===== config.mk =====
export PLATFORM = sky130hd
export DESIGN_NAME = serial_adder
export DESIGN_NICKNAME = d
export VERILOG_FILES = /design/src/rtl/serial_adder_pkg.sv /design/src/rtl/serial_adder_half_adder.sv /design/src/rtl/serial_adder.sv
export SDC_FILE = /design/constraint.sdc
export NUM_CORES = 1
export LEC_CHECK = 0
export ABC_AREA = 1
export BUFFER_PORTS_ARGS = -buffer_cell sky130_fd_sc_hd__buf_2
export CORE_MARGIN = 4
export CORE_UTILIZATION = 35
export CTS_BUF_LIST = sky130_fd_sc_hd__clkbuf_8
export CTS_CLUSTER_DIAMETER = 200
export DETAILED_ROUTE_END_ITERATION = 16
export SETUP_SLACK_MARGIN = 0.02
export SYNTH_ARGS = -nofsm -noshare
export SYNTH_HDL_FRONTEND = slang
export SYNTH_HIERARCHICAL = 1
export SYNTH_SLANG_ARGS = --single-unit
export TNS_END_PERCENT = 50

===== constraint.sdc =====
create_clock -name clk -period 1.5 [get_ports clk]
set_input_delay 0.225 -clock clk [delete_from_list [all_inputs] [get_ports clk]]
set_output_delay 0.225 -clock clk [all_outputs]
set_load 0.01 [all_outputs]

===== src/rtl/serial_adder_pkg.sv =====
// Shared constants for the bit-serial adder: FSM state encodings
// and the default operand width.
package serial_adder_pkg;

    localparam int DEFAULT_WIDTH = 8;

    localparam logic [1:0] IDLE  = 2'd0;
    localparam logic [1:0] SHIFT = 2'd1;
    localparam logic [1:0] DONE  = 2'd2;

endpackage


===== src/rtl/serial_adder_half_adder.sv =====
// One-bit half adder; two of these plus an OR form the serial
// adder's full-adder cell.
module half_adder (
    input  logic a,
    input  logic b,
    output logic sum,
    output logic carry
);

    assign sum   = a ^ b;
    assign carry = a & b;

endmodule


===== src/rtl/serial_adder.sv =====
// Bit-serial adder: one operand bit per clock, LSB first, result
// registered on the cycle the MSB is processed.
module serial_adder
    import serial_adder_pkg::*;
#(
    parameter int WIDTH = DEFAULT_WIDTH
) (
    input  logic             clk,
    input  logic             rst,
    input  logic             start,
    input  logic [WIDTH-1:0] a,
    input  logic [WIDTH-1:0] b,
    output logic             busy,
    output logic             done,
    output logic [WIDTH-1:0] sum,
    output logic             carry
);

    localparam int CW = $clog2(WIDTH);
    localparam logic [CW-1:0] LAST = CW'(WIDTH - 1);

    logic [1:0]       state_q, state_d;
    logic [WIDTH-1:0] opa_q, opa_d;
    logic [WIDTH-1:0] opb_q, opb_d;
    logic [WIDTH-1:0] res_q, res_d;
    logic [WIDTH-1:0] sum_q, sum_d;
    logic [CW-1:0]    cnt_q, cnt_d;
    logic             cy_q, cy_d;
    logic             carry_q, carry_d;

    logic ha0_s, ha0_c;
    logic fa_s, ha1_c;
    logic fa_c;

    half_adder u_ha0 (
        .a     (opa_q[0]),
        .b     (opb_q[0]),
        .sum   (ha0_s),
        .carry (ha0_c)
    );

    half_adder u_ha1 (
        .a     (ha0_s),
        .b     (cy_q),
        .sum   (fa_s),
        .carry (ha1_c)
    );

    assign fa_c = ha0_c | ha1_c;

    always_comb begin
        state_d = state_q;
        opa_d   = opa_q;
        opb_d   = opb_q;
        res_d   = res_q;
        sum_d   = sum_q;
        cnt_d   = cnt_q;
        cy_d    = cy_q;
        carry_d = carry_q;
        unique case (state_q)
            IDLE: begin
                if (start) begin
                    state_d = SHIFT;
                    opa_d   = a;
                    opb_d   = b;
                    res_d   = '0;
                    cnt_d   = '0;
                    cy_d    = 1'b0;
                end
            end
            SHIFT: begin
                res_d = {fa_s, res_q[WIDTH-1:1]};
                cy_d  = fa_c;
                opa_d = opa_q >> 1;
                opb_d = opb_q >> 1;
                cnt_d = cnt_q + CW'(1);
                // Counter parks at zero rather than wrapping past LAST
                if (cnt_q == LAST) begin
                    state_d = DONE;
                    cnt_d   = '0;
                    sum_d   = {fa_s, res_q[WIDTH-1:1]};
                    carry_d = fa_c;
                end
            end
            DONE: begin
                state_d = IDLE;
            end
            default: begin
                state_d = IDLE;
            end
        endcase
    end

    always_ff @(posedge clk or posedge rst) begin
        if (rst) begin
            state_q <= IDLE;
            opa_q   <= '0;
            opb_q   <= '0;
            res_q   <= '0;
            sum_q   <= '0;
            cnt_q   <= '0;
            cy_q    <= 1'b0;
            carry_q <= 1'b0;
        end else begin
            state_q <= state_d;
            opa_q   <= opa_d;
            opb_q   <= opb_d;
            res_q   <= res_d;
            sum_q   <= sum_d;
            cnt_q   <= cnt_d;
            cy_q    <= cy_d;
            carry_q <= carry_d;
        end
    end

    assign busy  = (state_q == SHIFT) || (state_q == DONE);
    assign done  = (state_q == DONE);
    assign sum   = sum_q;
    assign carry = carry_q;

endmodule


======== Word level (Yosys, flattened, before mapping) ========
Cells that the tools add are included.
word-level totals
  register bits after elaboration ......... 39
  input port bits ......................... 19
  output and inout bits ................... 11
  logic and storage cells ................. 39
cells by class
  $add $sub $neg .......................... 1
  equality and inequality tests ........... 5
  mux-type cells .......................... 14
  bitwise operators ....................... 5
  reductions and logical operators ........ 6
operators with widths
  cell                   number
  $pmux W8 S2            3
  $mux W8                3
  $mux W3                2
  $pmux W3 S2            1
  $reduce_and A2 Y1      3
  $mux W2                2
  $ne A2 B2 Y1 const B   2
  $pmux W2 S2            1
  $add A3 B1 Y3 const B  1
  $eq A3 B3 Y1 const B   1
  $and A1 B1 Y1          2
  $eq A2 B1 Y1 const B   1
  $eq A2 B2 Y1 const B   1
  $logic_not A2 Y1       1
  $pmux W1 S2            1
  $reduce_bool A2 Y1     1
  $xor A1 B1 Y1          2
  $logic_or A1 B1 Y1     1
  $mux W1                1
  $or A1 B1 Y1           1

======== Depth between registers and ports, before layout ========
Gate-level depths: netlist of run 1.
  depth in word-level cells ............... 4
  gate-level depth with buffers ........... 9
  mapped depth without buffers ............ 7

======== By module ========
Netlist of run 1, hierarchy kept.
by module, submodules not included
  module        times used  cells each  area each (µm²)
  serial_adder  1           228         1831.8
  half_adder    2           1           12.5

======== Worst setup path before layout of run 1 ========
No wires, ideal clock.
  path type ............................... register -> register
  from .................................... register state_q[0]
  to ...................................... register opa_q[3]
  library setup time ...................... 0.117 ns
  data arrival time ....................... 1.209 ns
  setup slack ............................. 0.174 ns
  cell stages (with the launch flop) ...... 9
  path buffers ............................ 1
  cell sequence ........................... dfrtp_1 inv_1 ha_1 inv_2 nand2_4 nand2_4 buf_6 nand2_1 nand2_1
between the ends
  longest elaborated chain between the ends .. 3
ends and longest elaborated chain
  item                                                          RTL line             RTL
  from (decl)                                                   serial_adder.sv:22   logic [1:0] state_q, state_d;
  from (signal assigned)                                        serial_adder.sv:105  state_q <= state_d;
  $eq A2 B1 Y1 or $logic_not A2 Y1 (tied branches)              serial_adder.sv:60   unique case (state_q)
  $reduce_bool A2 Y1 (no line) or $ne A2 B2 Y1 (tied branches)  --
  $reduce_and A2 Y1 (no line)                                   --
  to (signal assigned)                                          serial_adder.sv:106  opa_q <= opa_d;
  to (decl)                                                     serial_adder.sv:23   logic [WIDTH-1:0] opa_q, opa_d;
Parallel ways exist; a longest one is shown, timed or not.
A chain may end at the register's enable or synchronous reset.

======== Worst setup path in the final report of run 1 ========
  from .................................... register state_q[0]
  to ...................................... output port busy
between the ends
  longest elaborated chain between the ends .. 2
ends and longest elaborated chain
  item                                          RTL line             RTL
  $eq A2 B1 Y1 or $eq A2 B2 Y1 (tied branches)  serial_adder.sv:116  assign busy = (state_q == SHIFT) || (state_q == DONE);
  $logic_or A1 B1 Y1 (*)                        serial_adder.sv:116
  to (decl)                                     serial_adder.sv:13   output logic busy,
Every way passes the cells marked *; elsewhere a longest branch is shown, timed or not.

==> flow_metrics.env, run 1 <==
export IMPL_clockBufferDepth=2
export IMPL_power_frac_comb=0.394
export IMPL_hold_viol=0
export IMPL_crit_family="flip-flops"
export IMPL_io_buffers=29
export IMPL_worst_pin_slew_ps=488
export IMPL_clk_latency_ps=290
export IMPL_r2r_cells=7
export IMPL_synth_area_per_cell_um2=8.07
export IMPL_drive_gt1_frac=0.211
export IMPL_rows=26
export IMPL_place_hpwl_mm=2.60
export IMPL_ant_nets=0
export IMPL_place_congestion=0.763
export IMPL_grt_max_degree=39
export IMPL_diodes=0
export IMPL_yosysTopAreaCellShare=0.512
export IMPL_netlist_area_mm2=0.00186
export IMPL_worstPathRequired_ps=1270
export IMPL_synth_seq_cells=38
export IMPL_slew_viol_final=0
export IMPL_die_width_um=80.8
export IMPL_power_static_leakage_nw=1.32
export IMPL_finalCriticalPeriod_ps=1450
export IMPL_clock_root_buffer="clkbuf_8"
export IMPL_remaining_drc_errors=0
export IMPL_crit_slowest_cell="dfrtp_1"
export IMPL_fin_nets=291
export IMPL_crit_path_max_fanout=4
export IMPL_yosysWarnings=6
export IMPL_peakVddDrop_v=0.000805
export IMPL_rsz0062_at_grt="yes"
export IMPL_syn_num_nets=257
export IMPL_initial_core_util=0.361
export IMPL_finalPower_mw=4.26
export IMPL_setup_slack_ps=45.5
export IMPL_cts_hold_buf=0
export IMPL_p_per_area_mw_per_mm2=1860
export IMPL_setup_violations=0
export IMPL_core_area_mm2=0.00514
export IMPL_rr_startpoint="state_q[0]"
export IMPL_cts_resized=1
export IMPL_via_per_inst=4.69
export IMPL_placed_cell_area_mm2=0.00213
export IMPL_fin_util=0.447
export IMPL_placed_cells=327
export IMPL_ioPinCount=30
export IMPL_routed_wl_mm=3.83
export IMPL_cts_setup_buffers=0
export IMPL_critPathArrivalTime_ps=1230
export IMPL_grt_pass1_wl_mm=6.64
export IMPL_antenna_found_initial=0
export IMPL_yosys_area_top_type="dfrtp_1"
export IMPL_reg2reg_slack_ps=150
export IMPL_pwr_share_seq=0.362
export IMPL_cts_reportedPaths_clkPinSlew_ps=80
export IMPL_cts_tree="yes"
export IMPL_cp_cell_sequence="inv_1 -> ha_4 -> buf_2"
export IMPL_multi_input_area_um2=836
export IMPL_maxCapViolations=0
export IMPL_pre_cts_ws_ps=-121
export IMPL_p_sw_frac=0.369
export IMPL_p_int_mw=2.69
export IMPL_pwr_share_clk=0.244
export IMPL_whs_ps=32.8
export IMPL_cpPeakStageDelay_ps=440
export IMPL_htree_levels=2
export IMPL_final_seq_area_um2=951
export IMPL_stdcell_count=335
export IMPL_numCtsBuffers=5
export IMPL_dieArea_mm2=0.00653
export IMPL_num_vias=1572
export IMPL_endpoint_kind="output pin"
export IMPL_final_cell_area_mm2=0.00230
export IMPL_track_usage=0.132
export IMPL_fin_tns_setup_ps=0
export IMPL_grt_overflow=0
export IMPL_rr_endpoint="opb_q[1]"
export IMPL_max_clock_freq_ghz=0.688
export IMPL_numClockSinks=38
export IMPL_slew_headroom=0.675
export IMPL_synth_cells=230
export IMPL_dr_pass1_iters=4
export IMPL_synthTopCellsByArea="dfrtp_1 (51%), nand2_1 (22%), nand3_1 (12%)"
export IMPL_cp_start_kind="flip-flop"
export IMPL_grt_pass1_vias=1443
export IMPL_num_fill_cells=562
export IMPL_yosysSeqAreaShare=0.512
export IMPL_critPathKind="flip-flop to output pin"
export IMPL_hold_class="input port to asynchronous set/reset pin"
export IMPL_min_period_over_period=0.970
export IMPL_wl_per_cell_um=11.4
export IMPL_power_switching_mw=1.57
export IMPL_drtIter0Drc=103
export IMPL_area_growth_pct=23.7
export IMPL_path_buf_inv=2
export IMPL_die_y_um=80.8
export IMPL_ys_types=13
export IMPL_fin_skew_ps=5.53
export IMPL_outcome="complete, no violations"
cells in the final DEF (no fill, tap or decap):
cell type / synthesis / layout
buf_12: 0 / 3
buf_2: 8 / 29
buf_4: 3 / 7
bufinv_16: 0 / 2
clkbuf_8: 0 / 5
clkinv_4: 0 / 1
dfrtp_1: 38 / 38
ha_1: 8 / 6
ha_4: 0 / 2
inv_1: 5 / 5
inv_2: 2 / 2
nand2_1: 110 / 108
nand2_2: 0 / 2
nand2_4: 3 / 3
nand3_1: 46 / 46
nand4_1: 2 / 2
nor2_1: 3 / 3
o21ai_0: 1 / 1
area by class of cell:
type                       instances  area share
clock buffer                       5      0.0300
clock inverter                     3      0.0300
inverter                           7      0.0114
multi-input combinational        173       0.364
sequential                        38       0.414
tap                               70      0.0381
timing repair buffer              39       0.112
power by group through the flow:
stage	clock, mW	sequential (mW)	combinational (mW)
after floorplan	0	1.51	1.21
after global placement	0	1.55	1.62
after detailed placement	0	1.55	1.63
after CTS	1.06	1.54	1.64
after global routing	1.10	1.58	1.94
final	1.04	1.54	1.68
cells in the mapped netlist:
cell type    n
nand2_4      3
inv_2        2
nor2_1       3
nand3_1     46
nand2_1    110
inv_1        5
buf_2        8
dfrtp_1     38
buf_6        1
ha_1         8
nand4_1      2
buf_4        3
o21ai_0      1
cell families after synthesis:
kind of cell	count (synthesis)	share of synthesized area
flip-flops	38	0.512
AND/OR/NAND/NOR	164	0.377
adder cells (fa/ha/maj)	8	0.0539
buffers and inverters	19	0.0539
AO/OA/AOI/OAI	1	0.00269
how the worst max path moves through the flow:
stage                     from  cells past startpoint  slack, ps         end
CTS                 state_q[0]                      6         40  state_q[0]
global placement    state_q[1]                      7        -80    opb_q[6]
detailed placement  state_q[1]                      5       -120       carry
global route        state_q[0]                      3       -0.9        busy
finish              state_q[0]                      3         50        busy
floorplan           state_q[0]                      8        170    opa_q[3]
worst reg2reg max path, stage by stage, from the launching register on:
cell and delay (ps):
dfrtp_1 440, inv_1 140, ha_4 180, inv_2 50, nand2_4 120, nand2_4 150, nand2_1 110, nand2_1 50
registers in the layout, indices dropped and copies added (netlist names):
signal	count
cy_q	1
state_q	2
sum	8
cnt_q	3
res_q	7
opa_q	8
carry	1
opb_q	8
routing by layer:
layer  wire, µm  vias to the layer above  track usage
li1           -                      804            -
met5          0                        -            0
met4         61                        0       0.0608
met3        135                        5       0.0244
met2       1750                       26        0.208
met1       1880                      737        0.175
Note: power is estimated with default switching activity, not from simulation.
==> run 2: changes to the inputs <==
Settings changed: CORE_UTILIZATION 35 to 40.
==> run 2 against run 1 <==
Net effect:
- sequential power hardly changed
- global-route usage increased by 0.42 points
- maximum frequency increased by 1.3%
- clock-buffer cell count stayed put
- die area decreased by 11%
- power is 6.3% lower
- largest power group unchanged
- flip-flop and latch count unchanged
==> flow_metrics.env, run 2 (synthesis gave the netlist of run 1 again) <==
export IMPL_diodes=0
export IMPL_fin_skew_ps=2.81
export IMPL_cts_reportedPaths_clkPinSlew_ps=80
export IMPL_io_buffers=29
export IMPL_routed_wl_mm=3.77
export IMPL_numClockSinks=38
export IMPL_final_common_cell="nand2_1"
export IMPL_clockBufferDepth=2
export IMPL_grt_overflow=0
export IMPL_critPathArrivalTime_ps=1210
export IMPL_antenna_found_initial=0
export IMPL_drtIter0Drc=75
export IMPL_outcome="complete, no violations"
export IMPL_crit_path_max_fanout=3
export IMPL_endpoint_kind="output pin"
export IMPL_htree_levels=2
export IMPL_clock_root_buffer="clkbuf_8"
export IMPL_place_hpwl_mm=2.53
export IMPL_maxCapViolations=0
export IMPL_r2r_cells=7
export IMPL_initial_core_util=0.421
export IMPL_whs_ps=31.6
export IMPL_crit_slowest_cell="dfrtp_1"
export IMPL_rows=24
export IMPL_finalCriticalPeriod_ps=1440
export IMPL_cts_setup_buffers=0
export IMPL_fin_tns_setup_ps=0
export IMPL_power_static_leakage_nw=1.29
export IMPL_cts_hold_buf=0
export IMPL_rsz0062_at_grt="no"
export IMPL_core_area_mm2=0.00441
export IMPL_peakVddDrop_v=0.000863
export IMPL_slew_headroom=0.684
export IMPL_worstPathRequired_ps=1270
export IMPL_num_vias=1513
export IMPL_grt_pass1_vias=1398
export IMPL_reg2reg_slack_ps=140
export IMPL_ant_nets=0
export IMPL_wl_per_cell_um=12.0
export IMPL_slew_viol_final=0
export IMPL_grt_max_degree=39
export IMPL_die_y_um=76.1
export IMPL_critPathKind="flip-flop to output pin"
export IMPL_die_width_um=76.1
export IMPL_finalPower_mw=3.99
export IMPL_cp_cell_sequence="inv_1 -> ha_4 -> buf_2"
export IMPL_hold_class="input port to asynchronous set/reset pin"
export IMPL_drive_gt1_frac=0.209
export IMPL_area_growth_pct=19.0
export IMPL_rr_endpoint="opa_q[2]"
export IMPL_ioPinCount=30
export IMPL_remaining_drc_errors=0
export IMPL_via_per_inst=4.80
export IMPL_cts_tree="yes"
export IMPL_hold_viol=0
export IMPL_min_period_over_period=0.957
export IMPL_track_usage=0.136
export IMPL_clk_latency_ps=290
export IMPL_cpPeakStageDelay_ps=400
export IMPL_place_congestion=0.792
export IMPL_final_cell_mix="nand2_1 (108), nand3_1 (46), dfrtp_1 (37)"
export IMPL_worst_pin_slew_ps=474
export IMPL_grt_pass1_wl_mm=6.51
export IMPL_numCtsBuffers=5
export IMPL_max_clock_freq_ghz=0.697
export IMPL_p_per_area_mw_per_mm2=1810
export IMPL_rr_startpoint="state_q[1]"
export IMPL_cp_start_kind="flip-flop"
export IMPL_fin_nets=289
export IMPL_dr_pass1_iters=4
export IMPL_dieArea_mm2=0.00580
export IMPL_setup_violations=0
## run 2: area by class of cell
class	instances	area [µm²]
inverter	7	26.3
multi-input combinational	173	836
clock buffer	5	68.8
timing repair buffer	37	221
fill	443	2200
clock inverter	3	40.0
sequential	38	952
tap	52	65.1
## run 2: power breakdown
part	total (mW)	internal [mW]	switching [mW]	leakage, nW
Sequential	1.55	1.35	0.202	0.501
Combinational	1.58	0.600	0.984	0.736
Clock	0.859	0.490	0.369	0.0579
Total	3.99	2.44	1.56	1.29
## run 2: critical path: cells and delay by family (launching register included)
family / cells / cell delay, ps
flip-flops: 1 / 400
buffers and inverters: 2 / 300
adder cells (fa/ha/maj): 1 / 230
## run 2: metrics by stage
step	setup slack [ps]	util	area, µm²	std cells
after floorplan	174	-	1860	230
after global placement	22.9	0.468	2070	307
after detailed placement	-43.6	0.468	2070	307
after CTS	25.6	0.494	2180	315
after global routing	22.9	0.501	2210	315
final	64.8	0.501	2210	315
## run 2: how the worst max path moves through the flow
stage / to / slack (ps) / cells after the start / startpoint
after CTS: opa_q[2] / 30 / 6 / state_q[0]
after global routing: busy / 20 / 3 / state_q[0]
after global placement: carry / 20 / 5 / state_q[1]
after floorplan: opa_q[3] / 170 / 8 / state_q[0]
after detailed placement: carry / -40 / 5 / state_q[1]
final: busy / 60 / 3 / state_q[1]
## run 2: routing by layer
layer  GRT usage  wire length, µm  vias to the layer above
met1       0.188             1850                      674
li1            -                -                      793
met2       0.200             1640                       39
met3      0.0414              229                        7
met5           0                0                        -
met4      0.0490               57                        0
## run 2: timing repair
action | 4_1_cts | 5_1_grt
endpoints found under the setup margin | 13 | 30
endpoints found under the hold margin | 0 | 0
resized for setup | 2 | 6
